**config.mk**
```make
export PLATFORM = sky130hd
export DESIGN_NAME = brick_sequencer_flat
export DESIGN_NICKNAME = d
export VERILOG_FILES = /design/src/rtl/brick_sequencer_if.sv /design/src/rtl/brick_sequencer.sv /design/src/flat_wrapper.sv
export SDC_FILE = /design/constraint.sdc
export NUM_CORES = 1
export LEC_CHECK = 0
export ABC_AREA = 1
export CAP_MARGIN = 10
export CELL_PAD_IN_SITES_DETAIL_PLACEMENT = 1
export CELL_PAD_IN_SITES_GLOBAL_PLACEMENT = 2
export CORE_MARGIN = 2
export CORE_UTILIZATION = 36
export DETAILED_ROUTE_END_ITERATION = 7
export MAX_ROUTING_LAYER = met4
export PLACE_DENSITY_LB_ADDON = 0.1
export REMOVE_ABC_BUFFERS = 1
export SYNTH_ARGS = -nofsm -noshare
export SYNTH_HDL_FRONTEND = slang
export SYNTH_SLANG_ARGS = --single-unit
```
**constraint.sdc**
```tcl
create_clock -name clk -period 5.3 [get_ports clk]
set_clock_uncertainty 0.15 [all_clocks]
set_input_delay 0.795 -clock clk [delete_from_list [all_inputs] [get_ports clk]]
set_output_delay 0.795 -clock clk [all_outputs]
set_load 0.03 [all_outputs]
```
**src/rtl/brick_sequencer_if.sv**
```systemverilog
// Interface between the brick sequencer and the joystick/column controller.
// The sequencer takes the slave modport, the controller (or bench) the master modport.
interface brick_sequencer_if #(
    parameter int unsigned SCORE_W = 8
) ();
    logic               start;
    logic               fast_drop;
    logic [1:0]         col;
    logic [2:0]         row;
    logic [2:0]         hauteurGauche;
    logic [2:0]         hauteurCentre;
    logic [2:0]         hauteurDroite;
    logic               spawn;
    logic               brick_active;
    logic               game_over;
    logic [SCORE_W-1:0] score;

    modport master (
        output start, fast_drop, col,
        input  row, hauteurGauche, hauteurCentre, hauteurDroite,
        input  spawn, brick_active, game_over, score
    );

    modport slave (
        input  start, fast_drop, col,
        output row, hauteurGauche, hauteurCentre, hauteurDroite,
        output spawn, brick_active, game_over, score
    );
endinterface

```
**src/rtl/brick_sequencer.sv**
```systemverilog
// Three-column brick game sequencer: spawns bricks, paces their fall, lands them on the
// stack under the chosen column, keeps the stack heights and score, flags game over.
// Optional feature macro: LINE_CLEAR_EN (full bottom row is removed in CHECK and the
// score then counts cleared lines instead of landed bricks).
module brick_sequencer #(
    parameter int unsigned DROP_DIV   = 50_000_000,
    parameter int unsigned FAST_DIV   = 5_000_000,
    parameter int unsigned TOP_ROW    = 7,
    parameter int unsigned MAX_HEIGHT = 7,
    parameter int unsigned SCORE_W    = 8
) (
    input  logic               clk,
    input  logic               reset,
    brick_sequencer_if.slave   bus
);
    localparam int unsigned DIV_W = $clog2(DROP_DIV);

    localparam logic [2:0] S_IDLE      = 3'd0;
    localparam logic [2:0] S_SPAWN     = 3'd1;
    localparam logic [2:0] S_FALL      = 3'd2;
    localparam logic [2:0] S_LAND      = 3'd3;
    localparam logic [2:0] S_CHECK     = 3'd4;
    localparam logic [2:0] S_GAME_OVER = 3'd5;

    localparam logic [2:0]       TOP_R   = 3'(TOP_ROW);
    localparam logic [2:0]       MAX_H   = 3'(MAX_HEIGHT);
    localparam logic [DIV_W-1:0] DROP_M1 = DIV_W'(DROP_DIV - 1);
    localparam logic [DIV_W-1:0] FAST_M1 = DIV_W'(FAST_DIV - 1);

    logic [2:0]         r_state;
    logic [2:0]         r_row;
    logic [2:0]         r_h_l, r_h_c, r_h_r;
    logic [SCORE_W-1:0] r_score;
    logic [DIV_W-1:0]   r_div;
    logic               r_spawn, r_brick_active, r_game_over;

    logic [2:0]       w_state_d;
    logic [1:0]       w_col;
    logic [2:0]       w_h_sel;
    logic [2:0]       w_h_inc;
    logic [DIV_W-1:0] w_div_lim;
    logic             w_tick;
    logic             w_hit;
    logic             w_clear;
    logic [2:0]       w_h_l_chk, w_h_c_chk, w_h_r_chk;
    logic             w_over;

    // Column decode, selected stack height, fall pacing and post-clear heights.
    always_comb begin
        w_col     = (bus.col == 2'd3) ? 2'd1 : bus.col;
        w_h_sel   = (w_col == 2'd0) ? r_h_l : (w_col == 2'd2) ? r_h_r : r_h_c;
        w_h_inc   = (w_h_sel == 3'd7) ? 3'd7 : w_h_sel + 3'd1;
        w_div_lim = bus.fast_drop ? FAST_M1 : DROP_M1;
        // >= so a switch to the shorter period mid-count ticks at once
        w_tick    = (r_div >= w_div_lim);
        w_hit     = (r_row <= w_h_sel);
`ifdef LINE_CLEAR_EN
        w_clear   = (r_h_l != 3'd0) && (r_h_c != 3'd0) && (r_h_r != 3'd0);
`else
        w_clear   = 1'b0;
`endif
        w_h_l_chk = w_clear ? r_h_l - 3'd1 : r_h_l;
        w_h_c_chk = w_clear ? r_h_c - 3'd1 : r_h_c;
        w_h_r_chk = w_clear ? r_h_r - 3'd1 : r_h_r;
        w_over    = (w_h_l_chk >= MAX_H) || (w_h_c_chk >= MAX_H) || (w_h_r_chk >= MAX_H);
    end

    // Next-state logic.
    always_comb begin
        w_state_d = r_state;
        case (r_state)
            S_IDLE:      if (bus.start) w_state_d = S_SPAWN;
            S_SPAWN:     w_state_d = S_FALL;
            S_FALL:      if (w_tick && w_hit) w_state_d = S_LAND;
            S_LAND:      w_state_d = S_CHECK;
            S_CHECK:     w_state_d = w_over ? S_GAME_OVER : S_SPAWN;
            S_GAME_OVER: if (bus.start) w_state_d = S_SPAWN;
            default:     w_state_d = S_IDLE;
        endcase
    end

    // State, datapath and registered status flags.
    always_ff @(posedge clk or posedge reset) begin
        if (reset) begin
            r_state        <= S_IDLE;
            r_row          <= TOP_R;
            r_h_l          <= 3'd0;
            r_h_c          <= 3'd0;
            r_h_r          <= 3'd0;
            r_score        <= '0;
            r_div          <= '0;
            r_spawn        <= 1'b0;
            r_brick_active <= 1'b0;
            r_game_over    <= 1'b0;
        end else begin
            r_state        <= w_state_d;
            r_spawn        <= (w_state_d == S_SPAWN);
            r_brick_active <= (w_state_d == S_FALL);
            r_game_over    <= (w_state_d == S_GAME_OVER);
            case (r_state)
                S_SPAWN: begin
                    r_row <= TOP_R;
                    r_div <= '0;
                end
                S_FALL: begin
                    if (w_tick) begin
                        r_div <= '0;
                        // row stays put on the landing tick
                        if (!w_hit) r_row <= r_row - 3'd1;
                    end else begin
                        r_div <= r_div + DIV_W'(1);
                    end
                end
                S_LAND: begin
                    case (w_col)
                        2'd0:    r_h_l <= w_h_inc;
                        2'd2:    r_h_r <= w_h_inc;
                        default: r_h_c <= w_h_inc;
                    endcase
`ifndef LINE_CLEAR_EN
                    r_score <= r_score + SCORE_W'(1);
`endif
                end
                S_CHECK: begin
                    r_h_l <= w_h_l_chk;
                    r_h_c <= w_h_c_chk;
                    r_h_r <= w_h_r_chk;
                    if (w_clear) r_score <= r_score + SCORE_W'(1);
                end
                S_GAME_OVER: begin
                    if (bus.start) begin
                        r_h_l   <= 3'd0;
                        r_h_c   <= 3'd0;
                        r_h_r   <= 3'd0;
                        r_score <= '0;
                    end
                end
                default: ;
            endcase
        end
    end

    assign bus.row           = r_row;
    assign bus.hauteurGauche = r_h_l;
    assign bus.hauteurCentre = r_h_c;
    assign bus.hauteurDroite = r_h_r;
    assign bus.score         = r_score;
    assign bus.spawn         = r_spawn;
    assign bus.brick_active  = r_brick_active;
    assign bus.game_over     = r_game_over;
endmodule

```
**src/flat_wrapper.sv**
```systemverilog
// flat-port wrapper written by rule: the top's interface ports become plain ports
module brick_sequencer_flat 
#(
    parameter int unsigned DROP_DIV   = 50_000_000,
    parameter int unsigned FAST_DIV   = 5_000_000,
    parameter int unsigned TOP_ROW    = 7,
    parameter int unsigned MAX_HEIGHT = 7,
    parameter int unsigned SCORE_W    = 8
)
  (clk, reset, bus_start, bus_fast_drop, bus_col, bus_row, bus_hauteurGauche, bus_hauteurCentre, bus_hauteurDroite, bus_spawn, bus_brick_active, bus_game_over, bus_score);
  brick_sequencer_if #(.SCORE_W(SCORE_W)) bus_i ();
  input  logic clk;
  input  logic reset;
  input wire logic [$bits(bus_i.start)-1:0] bus_start;
  input wire logic [$bits(bus_i.fast_drop)-1:0] bus_fast_drop;
  input wire logic [$bits(bus_i.col)-1:0] bus_col;
  output wire logic [$bits(bus_i.row)-1:0] bus_row;
  output wire logic [$bits(bus_i.hauteurGauche)-1:0] bus_hauteurGauche;
  output wire logic [$bits(bus_i.hauteurCentre)-1:0] bus_hauteurCentre;
  output wire logic [$bits(bus_i.hauteurDroite)-1:0] bus_hauteurDroite;
  output wire logic [$bits(bus_i.spawn)-1:0] bus_spawn;
  output wire logic [$bits(bus_i.brick_active)-1:0] bus_brick_active;
  output wire logic [$bits(bus_i.game_over)-1:0] bus_game_over;
  output wire logic [$bits(bus_i.score)-1:0] bus_score;
  assign bus_i.start = bus_start;
  assign bus_i.fast_drop = bus_fast_drop;
  assign bus_i.col = bus_col;
  assign bus_row = bus_i.row;
  assign bus_hauteurGauche = bus_i.hauteurGauche;
  assign bus_hauteurCentre = bus_i.hauteurCentre;
  assign bus_hauteurDroite = bus_i.hauteurDroite;
  assign bus_spawn = bus_i.spawn;
  assign bus_brick_active = bus_i.brick_active;
  assign bus_game_over = bus_i.game_over;
  assign bus_score = bus_i.score;
  brick_sequencer #(.DROP_DIV(DROP_DIV), .FAST_DIV(FAST_DIV), .TOP_ROW(TOP_ROW), .MAX_HEIGHT(MAX_HEIGHT), .SCORE_W(SCORE_W)) u_core (.clk(clk), .reset(reset), .bus(bus_i));
endmodule
```
==> flow_summary.ini <==
[yosys]
synthXorXnorAreaFrac_pct = 4.65
synthArstFlopShare_pct = 100
yosysSeqAreaShare_pct = 38.5
ys.flop_type = dfrtp_1
syn_inst = 466
synthAdderAreaFrac_pct = 7.37
synth_edf_count = 0
synth_top_area_share_pct = 36.1
netlist_area_um2 = 3390
yosys_warnings = 0
synth.area.mux_share_pct = 0
ys_top_cells_by_area = dfrtp_1 36%, nand2_1 15%, ha_1 7.4%, inv_1 6.6%, nor2_1 6.1%
synth_top_area_cell = dfrtp_1
yosys.area_share.simple_pct = 34.1
synth_seq_cells = 52
ys_types = 35
synth_top_family_by_area = simple AND/OR/NAND/NOR gates
synth-compound-area-share_pct = 7.49
syn_area_per_cell_um2 = 7.28

[placed_design]
placed_cells = 600
place_area_um2 = 3780
port_buffers = 28
gp_congestion = 0.836
dpl.hpwl_um = 7290

[route]
top_layer_used = met4
routed_wl_um = 9300
drtIter0Drc = 97
first_pass_iters = 4
met2_length_um = 4090
met3_length_um = 184
route.detailed.drc = 0
drt-wirelength-per-cell_um = 15.3
via_count = 3049
drt-met1-wl_um = 4990
ant_nets = 0
via_per_inst = 5.01

[finish]
drive_above_1_share_pct = 6.24
fin_area_um2 = 3900
stdcell_count = 608
n_antenna_cell = 0
syn_to_final_growth_pct = 14.8
fin_nets = 522

[sta]
rsz0062_at_grt = false
hold_viol_final = 0
fmax_mhz = 326
fin_crit_ns = 3.07
setup_viol = 0
fin_setup_tns_ns = 0
hold-worst-slack_ns = 0.350
fin_crit_sh_pct = 57.8
relSlewSlack_pct = 54.0
slew_viol_final = 0
tightestPinTransition_ns = 0.689

[floorplan]
die-height_um = 101
core_area_um2 = 9200
fp.dieW_um = 101
die-area_um2 = 10200
start_util_pct = 36.9
io_pins = 29
num_rows = 35

[job]
maxCapViolations = 0

[global_route]
grt_pass1_vias = 3174
track_usage_pct = 20.6
grt_pass1_wl_um = 16000
antenna_found_initial = 0
overflow = 0
grt_max_degree = 53

[cts]
numCtsBuffers = 5
post-cts-setup-buffers = 0
tritoncts = yes
clock_sinks = 52
clk_pin_slew_ns = 0.10
htreeDepth = 2
insertion_delay_ns = 0.32
cts_buffer_depth = 2
cts.repair.resized = 0
postCtsHoldBufs = 0
clockRootBuffer = clkbuf_8

[worst_setup_path]
start_kind = primary input
crit_type = in -> reg
end_kind = flop
crit_path_top_delay_cell = clkdlybuf4s50_1
worstPathArrival_ns = 3.16
crit_chain = clkdlybuf4s50_1 -> inv_1 -> ha_1 -> nand2_1 -> nor2_1 -> nor2_1 -> nand2_1 -> nand2_2 -> nand4_4 -> nand2_1 -> inv_1 -> nor2_1
critPathRequiredTime_ns = 5.40
cp_max_fo = 15
max_stage_delay_ns = 0.74

[power]
finalPower_uw = 705
power.leakage_uw = 0.00190
power_per_cell_area_nw_per_um2 = 181
irDropWorstVdd_uv = 151

[min_path]
hold_path.class = reg -> reg

[run_status]
status = finished, final reports clean
## metrics by stage
step / util [%] / setup WS [ns]
global placement: 41.2 / 2.00
detailed placement: 41.2 / 1.88
CTS: 42.4 / 2.21
finish: 42.4 / 2.23
floorplan: - / 2.96
global route: 42.4 / 1.98
## cells in the mapped netlist (2+ instances only)
master,n
nand2_1,140
inv_1,60
nor2_1,55
dfrtp_1,49
nand3_1,25
o21ai_0,23
ha_1,20
nand4_1,16
xor2_1,16
a21oi_1,8
nor3_1,7
o22ai_1,7
buf_2,4
nor2_2,4
dfstp_2,3
nand2_2,3
o21ai_1,3
inv_2,2
nand3_2,2
nand3b_1,2
nor3b_1,2
xnor2_1,2
## routing by layer
layer  GRT usage, %  vias up
met3           3.88        4
met2           30.3       24
li1               -     1557
met5              -        -
met1           30.1     1464
met4           3.12        0
## state kept, by name, indices dropped and copies added, names as in the netlist
signal and cells:
u_core.r_div 26, u_core.bus.spawn 1, u_core.bus.game_over 1, u_core.bus.hauteurGauche 3, u_core.r_state 3, u_core.bus.hauteurCentre 3, u_core.bus.row 3, u_core.bus.brick_active 1
u_core.bus.hauteurDroite 3, u_core.bus.score 8
## layout by cell type (no fill, tap or decap), types with 5 or more instances in the layout
cell type	Yosys	layout
a21oi_1	8	8
clkbuf_8	0	5
clkdlybuf4s50_1	0	28
dfrtp_1	49	49
ha_1	20	20
inv_1	60	59
nand2_1	140	140
nand3_1	25	25
nand4_1	16	16
nor2_1	55	55
nor3_1	7	7
o21ai_0	23	23
o22ai_1	7	7
xor2_1	16	16
## cells by family (layout without fill, tap and decap cells)
logic type | count (synthesis) | count (layout)
DFF | 52 | 52
and+or+nand+nor | 262 | 262
buffers and inverters | 68 | 99
AOI/OAI and AO/OA | 46 | 46
xor gates and xnor gates | 18 | 18
adders and majority gates | 20 | 20
## where the power goes
group          internal (uW)  leakage [uW]  switching [uW]
logic                   7.50       0.00117            17.3
clock network            140     0.0000541             143
registers                397      0.000677               0
total                    544       0.00190             160
## worst max-delay path: cells and delay by family
kind / cells / cell delay (ns)
fa+ha+maj: 1 / 0.35
simple gates: 8 / 0.97
buf+inv: 3 / 1.04
## path summary, 6_finish.rpt
path | from | end | slack, ns | cells after the start
worst min-delay path | u_core.bus.row[1] | u_core.bus.row[1] | 0.35 | 2
worst max-delay path | bus_fast_drop | u_core.r_div[3] | 2.23 | 12
worst min register to register | u_core.bus.row[1] | u_core.bus.row[1] | 0.35 | 2
max in group asynchronous | reset | u_core.bus.score[4] | 3.72 | 3
min in group asynchronous | reset | u_core.r_div[0] | 0.83 | 3
worst max register to register | u_core.r_state[2] | u_core.r_div[0] | 2.96 | 6
## layout make-up
cell class,count,area [um2]
clock inverter,3,42.5
fill,1179,5300
clock buffer,5,68.8
sequential,52,1310
multi-input combinational,346,1820
timing repair buffer,29,288
tap,111,139
inverter,62,233
Power figures use the tool's default switching activity.
